<file path="config.mk">
export PLATFORM = sky130hd
export DESIGN_NAME = fpu_ss_result_arb
export DESIGN_NICKNAME = d
export VERILOG_FILES = /design/src/rtl/fpu_ss_pkg.sv /design/src/rtl/fpu_ss_result_fifo.sv /design/src/rtl/fpu_ss_result_arb.sv
export SDC_FILE = /design/constraint.sdc
export NUM_CORES = 1
export LEC_CHECK = 0
export ABC_CLOCK_PERIOD_IN_PS = 4300
export BUFFER_PORTS_ARGS = -buffer_cell sky130_fd_sc_hd__buf_2
export CAP_MARGIN = 20
export CORE_ASPECT_RATIO = 0.5
export CORE_MARGIN = 3
export CORE_UTILIZATION = 36
export CTS_CLUSTER_SIZE = 40
export DETAILED_ROUTE_END_ITERATION = 7
export PLACE_DENSITY = 0.59
export SYNTH_ARGS = -nofsm -noshare
export SYNTH_HDL_FRONTEND = slang
export SYNTH_SLANG_ARGS = --single-unit
</file>
<file path="constraint.sdc">
create_clock -name clk_i -period 4.3 [get_ports clk_i]
set_clock_uncertainty 0.2 [all_clocks]
set_input_delay 0.86 -clock clk_i [delete_from_list [all_inputs] [get_ports clk_i]]
set_output_delay 0.86 -clock clk_i [all_outputs]
set_load 0.01 [all_outputs]
</file>
<file path="src/rtl/fpu_ss_pkg.sv">
// Shared types for the FPU subsystem result path: the result entry carried
// through the CSR FIFO and the output register.
package fpu_ss_pkg;

    localparam int unsigned FPU_SS_ID_WIDTH       = 4;
    localparam int unsigned FPU_SS_CSR_FIFO_DEPTH = 2;

    typedef struct packed {
        logic [FPU_SS_ID_WIDTH-1:0] id;
        logic [4:0]                 rd;
        logic [31:0]                data;
        logic                       we;
    } fpu_ss_result_t;

endpackage

</file>
<file path="src/rtl/fpu_ss_result_fifo.sv">
// Small synchronous FIFO of result entries. A push while full is accepted
// only when a pop happens in the same cycle; otherwise it is ignored.
module fpu_ss_result_fifo
    import fpu_ss_pkg::*;
#(
    parameter int unsigned DEPTH = FPU_SS_CSR_FIFO_DEPTH
) (
    input  logic                   clk_i,
    input  logic                   rst_i,
    input  logic                   push_i,
    input  fpu_ss_result_t         data_i,
    input  logic                   pop_i,
    output fpu_ss_result_t         data_o,
    output logic                   full_o,
    output logic                   empty_o,
    output logic [$clog2(DEPTH):0] count_o
);

    localparam int unsigned PTR_W = $clog2(DEPTH);
    localparam logic [PTR_W:0] FULL_CNT = DEPTH[PTR_W:0];

    fpu_ss_result_t   mem_q [DEPTH];
    logic [PTR_W-1:0] rd_ptr_q, rd_ptr_d;
    logic [PTR_W-1:0] wr_ptr_q, wr_ptr_d;
    logic [PTR_W:0]   cnt_q, cnt_d;
    logic             do_push, do_pop;

    assign empty_o = (cnt_q == '0);
    assign full_o  = (cnt_q == FULL_CNT);
    assign count_o = cnt_q;
    assign data_o  = mem_q[rd_ptr_q];

    assign do_pop  = pop_i && !empty_o;
    assign do_push = push_i && (!full_o || do_pop);

    always_comb begin
        rd_ptr_d = rd_ptr_q;
        wr_ptr_d = wr_ptr_q;
        cnt_d    = cnt_q;
        if (do_pop)  rd_ptr_d = rd_ptr_q + PTR_W'(1);
        if (do_push) wr_ptr_d = wr_ptr_q + PTR_W'(1);
        case ({do_push, do_pop})
            2'b10:   cnt_d = cnt_q + 1'b1;
            2'b01:   cnt_d = cnt_q - 1'b1;
            default: cnt_d = cnt_q;
        endcase
    end

    always_ff @(posedge clk_i or posedge rst_i) begin
        if (rst_i) begin
            rd_ptr_q <= '0;
            wr_ptr_q <= '0;
            cnt_q    <= '0;
        end else begin
            rd_ptr_q <= rd_ptr_d;
            wr_ptr_q <= wr_ptr_d;
            cnt_q    <= cnt_d;
        end
    end

    // Storage needs no reset: the count decides which slots are meaningful.
    always_ff @(posedge clk_i) begin
        if (do_push) mem_q[wr_ptr_q] <= data_i;
    end

endmodule

</file>
<file path="src/rtl/fpu_ss_result_arb.sv">
// Result stage merging buffered CSR writebacks and FPU results into the
// core's single offload result channel; FP-destination results also write
// the FP register file in the handshake cycle.
module fpu_ss_result_arb
    import fpu_ss_pkg::*;
#(
    parameter int unsigned CSR_FIFO_DEPTH = FPU_SS_CSR_FIFO_DEPTH,
    parameter int unsigned ID_WIDTH       = FPU_SS_ID_WIDTH
) (
    input  logic                clk_i,
    input  logic                rst_i,
    input  logic                csr_wb_i,
    input  logic [31:0]         csr_rdata_i,
    input  logic [4:0]          csr_wb_addr_i,
    input  logic [ID_WIDTH-1:0] csr_wb_id_i,
    input  logic                fpu_valid_i,
    output logic                fpu_ready_o,
    input  logic [31:0]         fpu_result_i,
    input  logic [4:0]          fpu_rd_i,
    input  logic [ID_WIDTH-1:0] fpu_id_i,
    input  logic                fpu_we_int_i,
    output logic                fpr_we_o,
    output logic [4:0]          fpr_waddr_o,
    output logic [31:0]         fpr_wdata_o,
    output logic                result_valid_o,
    input  logic                result_ready_i,
    output logic [ID_WIDTH-1:0] result_id_o,
    output logic [31:0]         result_data_o,
    output logic [4:0]          result_rd_o,
    output logic                result_we_o,
    output logic                csr_stall_o,
    output logic                csr_overflow_o
);

    localparam int unsigned CNT_W = $clog2(CSR_FIFO_DEPTH) + 1;
    localparam logic [CNT_W-1:0] STALL_CNT = CNT_W'(CSR_FIFO_DEPTH - 1);

    fpu_ss_result_t   csr_entry, fifo_head;
    fpu_ss_result_t   or_q, or_d;
    logic             or_valid_q, or_valid_d;
    logic             overflow_q, overflow_d;
    logic             or_free, fifo_pop, fifo_full, fifo_empty, fpu_hs;
    logic [CNT_W-1:0] fifo_count;

    assign csr_entry = '{id: csr_wb_id_i, rd: csr_wb_addr_i, data: csr_rdata_i, we: 1'b1};

    fpu_ss_result_fifo #(
        .DEPTH (CSR_FIFO_DEPTH)
    ) u_csr_fifo (
        .clk_i   (clk_i),
        .rst_i   (rst_i),
        .push_i  (csr_wb_i),
        .data_i  (csr_entry),
        .pop_i   (fifo_pop),
        .data_o  (fifo_head),
        .full_o  (fifo_full),
        .empty_o (fifo_empty),
        .count_o (fifo_count)
    );

    // Both channels use valid/ready: a transfer happens in a cycle where valid
    // and ready are high together, and a raised valid holds its payload
    // unchanged until that transfer. Ready never depends on the partner's valid.
    assign or_free     = !or_valid_q || result_ready_i;
    assign fifo_pop    = or_free && !fifo_empty;
    assign fpu_ready_o = or_free && fifo_empty;
    assign fpu_hs      = fpu_valid_i && fpu_ready_o;

    assign fpr_we_o    = fpu_hs && !fpu_we_int_i;
    assign fpr_waddr_o = fpr_we_o ? fpu_rd_i : 5'd0;
    assign fpr_wdata_o = fpr_we_o ? fpu_result_i : 32'd0;

    assign csr_stall_o = (fifo_count >= STALL_CNT);

    always_comb begin
        or_valid_d = or_valid_q;
        or_d       = or_q;
        overflow_d = overflow_q || (csr_wb_i && fifo_full && !fifo_pop);
        if (or_free) begin
            if (!fifo_empty) begin
                or_valid_d = 1'b1;
                or_d       = fifo_head;
                or_d.we    = 1'b1;
            end else if (fpu_hs) begin
                or_valid_d = 1'b1;
                or_d.id    = fpu_id_i;
                or_d.rd    = fpu_rd_i;
                or_d.we    = fpu_we_int_i;
                or_d.data  = fpu_we_int_i ? fpu_result_i : 32'd0;
            end else begin
                or_valid_d = 1'b0;
                or_d       = '0;
            end
        end
    end

    always_ff @(posedge clk_i or posedge rst_i) begin
        if (rst_i) begin
            or_valid_q <= 1'b0;
            or_q       <= '0;
            overflow_q <= 1'b0;
        end else begin
            or_valid_q <= or_valid_d;
            or_q       <= or_d;
            overflow_q <= overflow_d;
        end
    end

    assign result_valid_o = or_valid_q;
    assign result_id_o    = or_q.id;
    assign result_rd_o    = or_q.rd;
    assign result_data_o  = or_q.data;
    assign result_we_o    = or_q.we;
    assign csr_overflow_o = overflow_q;

endmodule
</file>
==> results of run 1 <==
-- cells by family (layout without fill, tap and decap cells) --
kind of cell	after synthesis	in the layout
buffers and inverters	35	221
XOR/XNOR	4	4
flip-flops	130	130
AND/OR/NAND/NOR	100	100
multiplexers	41	41
adder cells (fa/ha/maj)	4	4
AO/OA/AOI/OAI	54	54
-- final cells by class --
type / instances / share of cell area [%]
Inverter: 7 / 0.375
Sequential cell: 130 / 52.4
Tap cell: 192 / 3.43
Timing Repair Buffer: 182 / 13.8
Clock buffer: 17 / 6.08
Clock inverter: 15 / 2.43
Multi-Input combinational cell: 203 / 21.6
-- per-stage QoR --
stage                     setup WS (ns)  instances  util [%]  instance area [sq um]  hold slack, ns
after floorplan                   0.754        368         -                   5350           0.246
final                              1.11        746      49.9                   7000           0.272
after CTS                          1.09        746      49.9                   7000           0.275
after global placement             1.32        714      45.6                   6400           0.258
after detailed placement           1.28        714      45.6                   6400           0.257
after global routing              0.911        746      49.9                   7000           0.310
-- critical path: stages (launching register included) --
cell and delay [ns]:
dfrtp_1 0.38, inv_1 0.11, ha_2 0.21, and2_4 0.21, nor3b_4 0.21, buf_4 0.29, and2_1 0.16, buf_2 0.12
-- registers in the layout (all words and copies together), names as in the netlist --
| register | count |
|---|---|
| result_valid_o | 1 |
| result_we_o | 1 |
| csr_overflow_o | 1 |
| u_csr_fifo.count_o | 2 |
| result_data_o | 32 |
| u_csr_fifo.mem_q | 82 |
| result_id_o | 4 |
| u_csr_fifo.rd_ptr_q | 1 |
| result_rd_o | 5 |
| u_csr_fifo.wr_ptr_q | 1 |
-- layer usage --
| layer | GRT usage [%] | up-vias |
|---|---|---|
| met4 | 5.31 | 0 |
| li1 | - | 1740 |
| met1 | 20.9 | 1743 |
| met5 | 0 | - |
| met2 | 25.2 | 94 |
| met3 | 3.97 | 10 |
-- path summary, 6_finish.rpt --
kind	end	slack, ns	cells after the start
worst max register to register	u_csr_fifo.mem_q[0][12]	1.36	8
max in group asynchronous	result_we_o	2.78	3
min in group asynchronous	result_data_o[9]	0.35	2
worst max-delay path	fpr_wdata_o[7]	1.11	7
worst min-delay path	csr_overflow_o	0.27	1
worst min register to register	csr_overflow_o	0.27	1
-- layout by cell type (no fill, tap or decap), types with 2 or more instances in the layout --
master,count
bufinv_16,2
nor2_1,10
dfrtp_1,47
ha_1,3
buf_12,2
buf_2,171
nor2_4,2
clkinv_2,2
a221o_1,32
and2_1,37
buf_4,9
a21oi_1,18
edfxtp_1,82
mux2_2,9
nand2_1,12
clkinv_4,3
inv_6,5
mux2i_1,32
inv_1,6
inv_8,2
nor3_1,32
clkbuf_16,17
xnor2_1,3
-- report_power, final --
part	total, mW	internal, mW	leakage (nW)	switching (mW)
registers	2.04	1.81	1.35	0.223
logic	1.44	0.652	1.49	0.792
clock network	1.44	0.871	0.293	0.567
==> results by stage, run 1 <==
Outcome:
- The flow ran to the end, and the final reports show no timing, DRC or antenna violations.

Cells and area:
- The proportion of layout cells with a drive suffix above 1 is 41.7%.
- The repair_antennas step left the layout with diodes totalling 0.
- The fill cell total of the finished layout is 1,263.
- Summing all multi-input logic gate instances after layout gives 0.00151 sq mm.
- The area added between synthesis and finish is 30.8%.
- The post-layout net count is 633.
- In the final layout, flip-flops and latches occupy 0.00366 sq mm.

Floorplanning:
- The initial utilization of the core area, before any placement, comes to a little under two fifths.
- The number of core rows is 30.
- The width of the die is 178 microns.
- The placeable core region is 0.0140 sq mm.
- The die extent in y is 92.2 microns.
- The overall die area is 0.0164 sq mm.
- Pin placement for this block handled 172 I/O pins.

Drt:
- Routed signal wires occupy layers up through met4.
- The mean routed wirelength per cell is roughly 17 microns.
- The wire length on met1 is 5.94 mm.
- The wire length on met2 is 6.06 mm.
- The number of violations reported at the end of detailed-routing iteration 0 is 171.
- The number of detailed-routing iterations run before antenna repair is 5.
- The number of remaining DRC errors is 0.
- The post-detailed-route count of antenna-violating nets is 0.
- The via count is between 3,000 and 4,000.
- In the detailed route, the total length drawn on met3 is 492 microns.
- Dividing the detail-routed via count by the number of cells gives just under 5.
- The total wire length is 12.6 mm.

Clock network:
- Clock tree synthesis found a total of 130 sinks.
- Clock-pin slew was measured on the worst setup and hold paths at around 0.06 ns.
- The library cell used as clock root buffer is clkbuf_16.
- Gates resized during post-CTS repair numbered 0.
- The insertion delay of the later-clocked pin in the worst-skew pair is 0.41 ns.
- The maximum number of buffers from clock root to sink is 2.
- The number of setup buffers added after CTS is 0.
- For this design, the CTS-stage hold fixing added 0 buffers.
- The CTS tree is built.
- The maximum level of the CTS H-tree is 4.
- The number of clock buffers added by TritonCTS is 17.

Synth:
- After Yosys synthesis, and, or, nand and nor cells account for 10.0% of the synthesized area.
- The library cell with the largest summed area after synthesis is edfxtp_1.
- Sequential cells were found to cover just under 70% of the synthesized design area.
- Sorting the synthesized cells by area gives the leading types as edfxtp_1 (46%), dfrtp_1 (22%), a221o_1 (6.0%), mux2i_1 (6.0%), and2_1 (4.3%).
- Counting instances in the post-synthesis netlist gives the leading cell types as edfxtp_1 (82), dfrtp_1 (48), and2_1 (37).
- The Yosys warning count is 0.
- The mean area per synthesized cell is 14.5 sq um.
- The xor-xnor portion of the synthesized cell area is 0.655%.
- In the synthesized netlist the async set-or-reset flop fraction comes to 36.9%.
- The cell count after synthesis came out at ~370.
- The share of the synthesized area in the top cell type is between 40% and 50%.
- The synthesized netlist devotes 8.19% of its cell area to compound gates.
- The mapped cell area is 0.00535 sq mm.
- The multiplexer fraction of the synthesized cell area is under 10%.
- The synthesized net count is 460.
- The number of synthesized flops with an enable pin is 82.
- By instance count, the leading cell after synthesis is edfxtp_1.
- The post-synthesis adder-cell area fraction is less than 1%.
- The leading register cell type out of synthesis is edfxtp_1.
- The dominant combinational cell family by area after synthesis is simple AND/OR/NAND/NOR gates.
- Synthesis inferred 130 register bits.
- The number of library cell types mapped by synthesis is 30.

STA:
- The number of max-slew violations in the final report is 0.
- For the finished layout, the period the worst path requires is 3.19 ns.
- The worst slew margin relative to its limit is 44.3%.
- The highest attainable clock frequency is about 310 MHz.
- The final hold violation count was 0.
- Setup repair after global routing left no endpoint under its margin.
- The aggregate negative setup slack is 0 ns.
- The final count of negative-setup-slack endpoints is 0.
- For the pin with the worst max-slew slack, the measured transition is 0.836 ns.
- The fraction of the cycle the final worst path needs is 74.1%.

Critical path:
- For the worst setup path, the data arrival time is 2.13 ns.
- The worst setup path is of the flop to output pin kind.
- In this run the critical register-to-register path is launched from u_csr_fifo.count_o[0].
- The nature of the critical path endpoint is an output pin.
- The worst path required time is 3.24 ns.
- The worst setup path is launched from a flop.
- The top fanout value on the critical path is 25.
- The startpoint of the most critical setup path is u_csr_fifo.count_o[0].

Power:
- The overall power after layout is just under 5 mW.
- Dividing total power by cell area gives a power density of 703 mW/mm^2.
- The worst-case IR drop observed on VDD is between 0.0002 and 0.0003 V.
- The static leakage power is between 3 and 4 nW.

Placement:
- The post-detailed-placement half-perimeter wirelength is 8.60 mm.
- The count of input and output buffers is 171.
- Routability-driven placement finished with a final weighted congestion of ~0.75.

GRT:
- The initial antenna violation count came to 0.
- The total track usage is 15.7%.
- The number of global-route vias before repair was between 3,000 and 4,000.
- The maximum number of pins on one net before global-route repair is 76.
- Global routing finished with a remaining overflow of 0.
- The first-pass GRT wire length is about 20 mm.

Run:
- The number of maximum-capacitance constraint violations is 0.

Hold path:
- The launch point of the worst hold path is csr_overflow_o.
- In this run the worst hold path is classified as flop to flop.
Note: power is estimated with default switching activity, not from simulation.
==> run 2, diff against run 1 <==
--- a/config.mk
+++ b/config.mk
@@ -5,7 +5,7 @@
 export SDC_FILE = /design/constraint.sdc
 export NUM_CORES = 1
 export LEC_CHECK = 0
-export ABC_CLOCK_PERIOD_IN_PS = 4300
+export ABC_CLOCK_PERIOD_IN_PS = 3180
 export BUFFER_PORTS_ARGS = -buffer_cell sky130_fd_sc_hd__buf_2
 export CAP_MARGIN = 20
 export CORE_ASPECT_RATIO = 0.5
==> constraint.sdc (replaced) <==
create_clock -name clk_i -period 3.18 [get_ports clk_i]
set_clock_uncertainty 0.2 [all_clocks]
set_input_delay 0.636 -clock clk_i [delete_from_list [all_inputs] [get_ports clk_i]]
set_output_delay 0.636 -clock clk_i [all_outputs]
set_load 0.01 [all_outputs]
==> run 2 against run 1 <==
Worst setup slack lost 0.88 ns; routed wire length is 0.33% lower; count of clock-buffer cells in the layout grew 4; clock power rose by 34%; cell count increased by 0.13%; die area did not move; sequential power grew 32%.
==> results by stage, run 2 (same netlist as run 1, synthesis figures left out) <==
Floorplanning:
- The placeable core region is approximately 0.014 sq mm.
- The die is 178 microns wide.
- The floorplan step set the die height to slightly above 90 microns.
- roughly 170 I/O pins were placed.
- The floorplan step defined a die boundary enclosing 0.0164 sq mm.
- In this run the core area contains 30 standard-cell rows.
- Once the floorplan was initialized, standard cells occupied 38.1% of the core.

Clock network:
- The later pin in the worst-skew pair is clocked with a latency of between 0.4 and 0.5 ns.
- After clock tree synthesis, the repair step resized 0 gates.
- Clock-pin slew was measured on the worst setup and hold paths at 0.05 ns.
- The maximum level of the CTS H-tree is 4.
- The maximum number of buffers from clock root to sink is 2.
- The CTS buffer count is 17.
- The number of clock sinks is 130.
- In this run the clock root is driven by a clkbuf_16.
- After clock tree synthesis, the setup repair step added 0 buffers.
- The CTS tree is built.
- For this design, the CTS-stage hold fixing added 0 buffers.

Drt:
- The number of detailed-routing iterations run before antenna repair is 4.
- The number of violations reported at the end of detailed-routing iteration 0 is between 150 and 200.
- The mean routed wirelength per cell is 16.8 microns.
- Across all layers, the routed design uses about 3,600 vias.
- The total wire length is 12.6 mm.
- The average via count per standard cell is 4.79.
- After detailed routing, the number of remaining DRC violations is 0.
- The post-detailed-route count of antenna-violating nets is 0.

Critical path:
- The worst path required time is around 2.3 ns.
- The type of the worst setup path is flop to output pin.
- STA classifies the critical path startpoint as a flop.
- In this run the worst path has a maximum fanout of 25.
- STA puts the critical path data arrival time at 2.11 ns.
- The nature of the critical path endpoint is an output pin.

STA:
- For the pin with the worst max-slew slack, the measured transition is 0.652 ns.
- Setup repair after global routing left no endpoint under its margin.
- The highest attainable clock frequency is ~340 MHz.
- The final count of negative-setup-slack endpoints is 0.
- Setup total negative slack on the finished layout was measured at 0 ns.
- The number of max-slew violations in the final report was 0.
- The smallest hold slack is 0.109 ns.
- The final hold violation count came to 0.
- The clock period minus final worst setup slack is 2.94 ns.
- The worst slew margin relative to its limit is 56.4%.
- The final critical path takes up between 90% and 100% of the cycle.

Hold path:
- In this run the worst hold path is classified as input port to asynchronous set/reset pin.

GRT:
- The number of global-route vias before repair is 3,587.
- The initial antenna violation count is 2.
- The first-pass GRT wire length is 19.7 mm.
- Entering global routing, the biggest net connects 76 pins.
- Global routing used 15.8% of the available tracks across all layers.
- For this run the aggregate overflow at the end of global routing stands at 0.

Cells and area:
- The sequential cell area is around 0.0037 sq mm.
- After filler insertion, the fill cell instance count of the layout stands at approximately 1,300.
- Excluding fillers, the count of instances in the completed layout stands at 747.
- In the final layout, the multi-input gates occupy 0.00151 sq mm.
- Counting flops per register, the top entry is u_csr_fifo.mem_q.
- The post-layout net count is 634.
- The total inserted antenna cells is 0.
- The area growth from synthesis to layout is 30.8%.
- The library cell used most frequently in the layout, excluding fill and tap cells, is buf_2.
- In the final layout, the share of cells above drive strength 1 is 41.1%.
- The top cell types in the final layout, fill and taps aside, are buf_2 (171), edfxtp_1 (82), dfrtp_1 (47).
- The flip-flop count of the largest register after layout is 82.

Placement:
- Once placement completed, the tool counted placed cells totaling 715.
- Once detailed placement completed, the half-perimeter wirelength came to ~8.6 mm.
- The routability congestion estimate is 0.726.
- The count of input and output buffers is 171.

Outcome:
- The flow ran to the end, and the final reports show no timing, DRC or antenna violations.

Power:
- Dividing total power by cell area gives a power density of 947 mW/mm^2.
- IR analysis of the VDD net gives a maximum drop of 0.000436 V.
- The static leakage power is between 3 and 4 nW.

Run:
- The number of maximum-capacitance constraint violations is 0.
## run 2: changes by cell type in the layout (fill, tap and decap cells not counted)
cell	delta
buf_4	+1
inv_6	-5
clkinv_2	+2
clkinvlp_4	+2
clkinv_1	+1
clkbuf_1	+3
inv_8	-2
bufinv_16	+1
clkinv_4	-3
clkbuf_8	+1
## run 2: final timing paths
path,cells after the start,slack [ns],from,endpoint
min in group clk_i,1,0.21,csr_rdata_i[5],u_csr_fifo.mem_q[1][5]
max,7,0.24,u_csr_fifo.count_o[0],fpr_wdata_o[21]
max in group asynchronous,3,1.87,rst_i,result_data_o[18]
min reg2reg,1,0.27,csr_overflow_o,csr_overflow_o
max reg2reg,8,0.63,u_csr_fifo.count_o[1],u_csr_fifo.mem_q[1][12]
min,2,0.11,rst_i,result_data_o[9]
## run 2: critical path, cell delays in order (launching register included)
cell and delay (ns):
dfrtp_1 0.38, inv_1 0.11, ha_2 0.21, and2_4 0.21, nor3b_4 0.21, buf_4 0.29
and2_1 0.17, buf_2 0.12
## run 2: per-stage QoR
step           util, %  worst slack, ns  power (mW)  cell area (sq um)
6_report          49.9            0.237        6.63               7000
5_1_grt           49.9           0.0757        7.04               7000
4_1_cts           49.9            0.199        6.73               7000
3_5_place_dp      45.7            0.596        4.78               6410
3_3_place_gp      45.7            0.604        4.74               6410
2_1_floorplan        -           -0.145        4.03               5350
## run 2: routing by layer
layer	global-route usage [%]	vias to the layer above	wire, microns
li1	-	1732	-
met1	20.4	1717	5600
met2	25.4	102	6050
met3	4.63	25	689
met4	5.31	4	213
met5	0	-	34
## run 2: power breakdown
| group | switching, mW | total (mW) | internal, mW |
|---|---|---|---|
| clock | 0.682 | 1.93 | 1.24 |
| combinational | 1.13 | 2.01 | 0.879 |
| sequential | 0.238 | 2.69 | 2.46 |
| total | 2.05 | 6.63 | 4.58 |
## run 2: cell type report
| cell class | instances | area share (%) |
|---|---|---|
| Clock buffer | 21 | 6.44 |
| Clock inverter | 11 | 1.95 |
| Inverter | 7 | 0.375 |
| Multi-Input combinational cell | 203 | 21.6 |
| Sequential cell | 130 | 52.4 |
| Tap cell | 192 | 3.43 |
| Timing Repair Buffer | 183 | 13.9 |
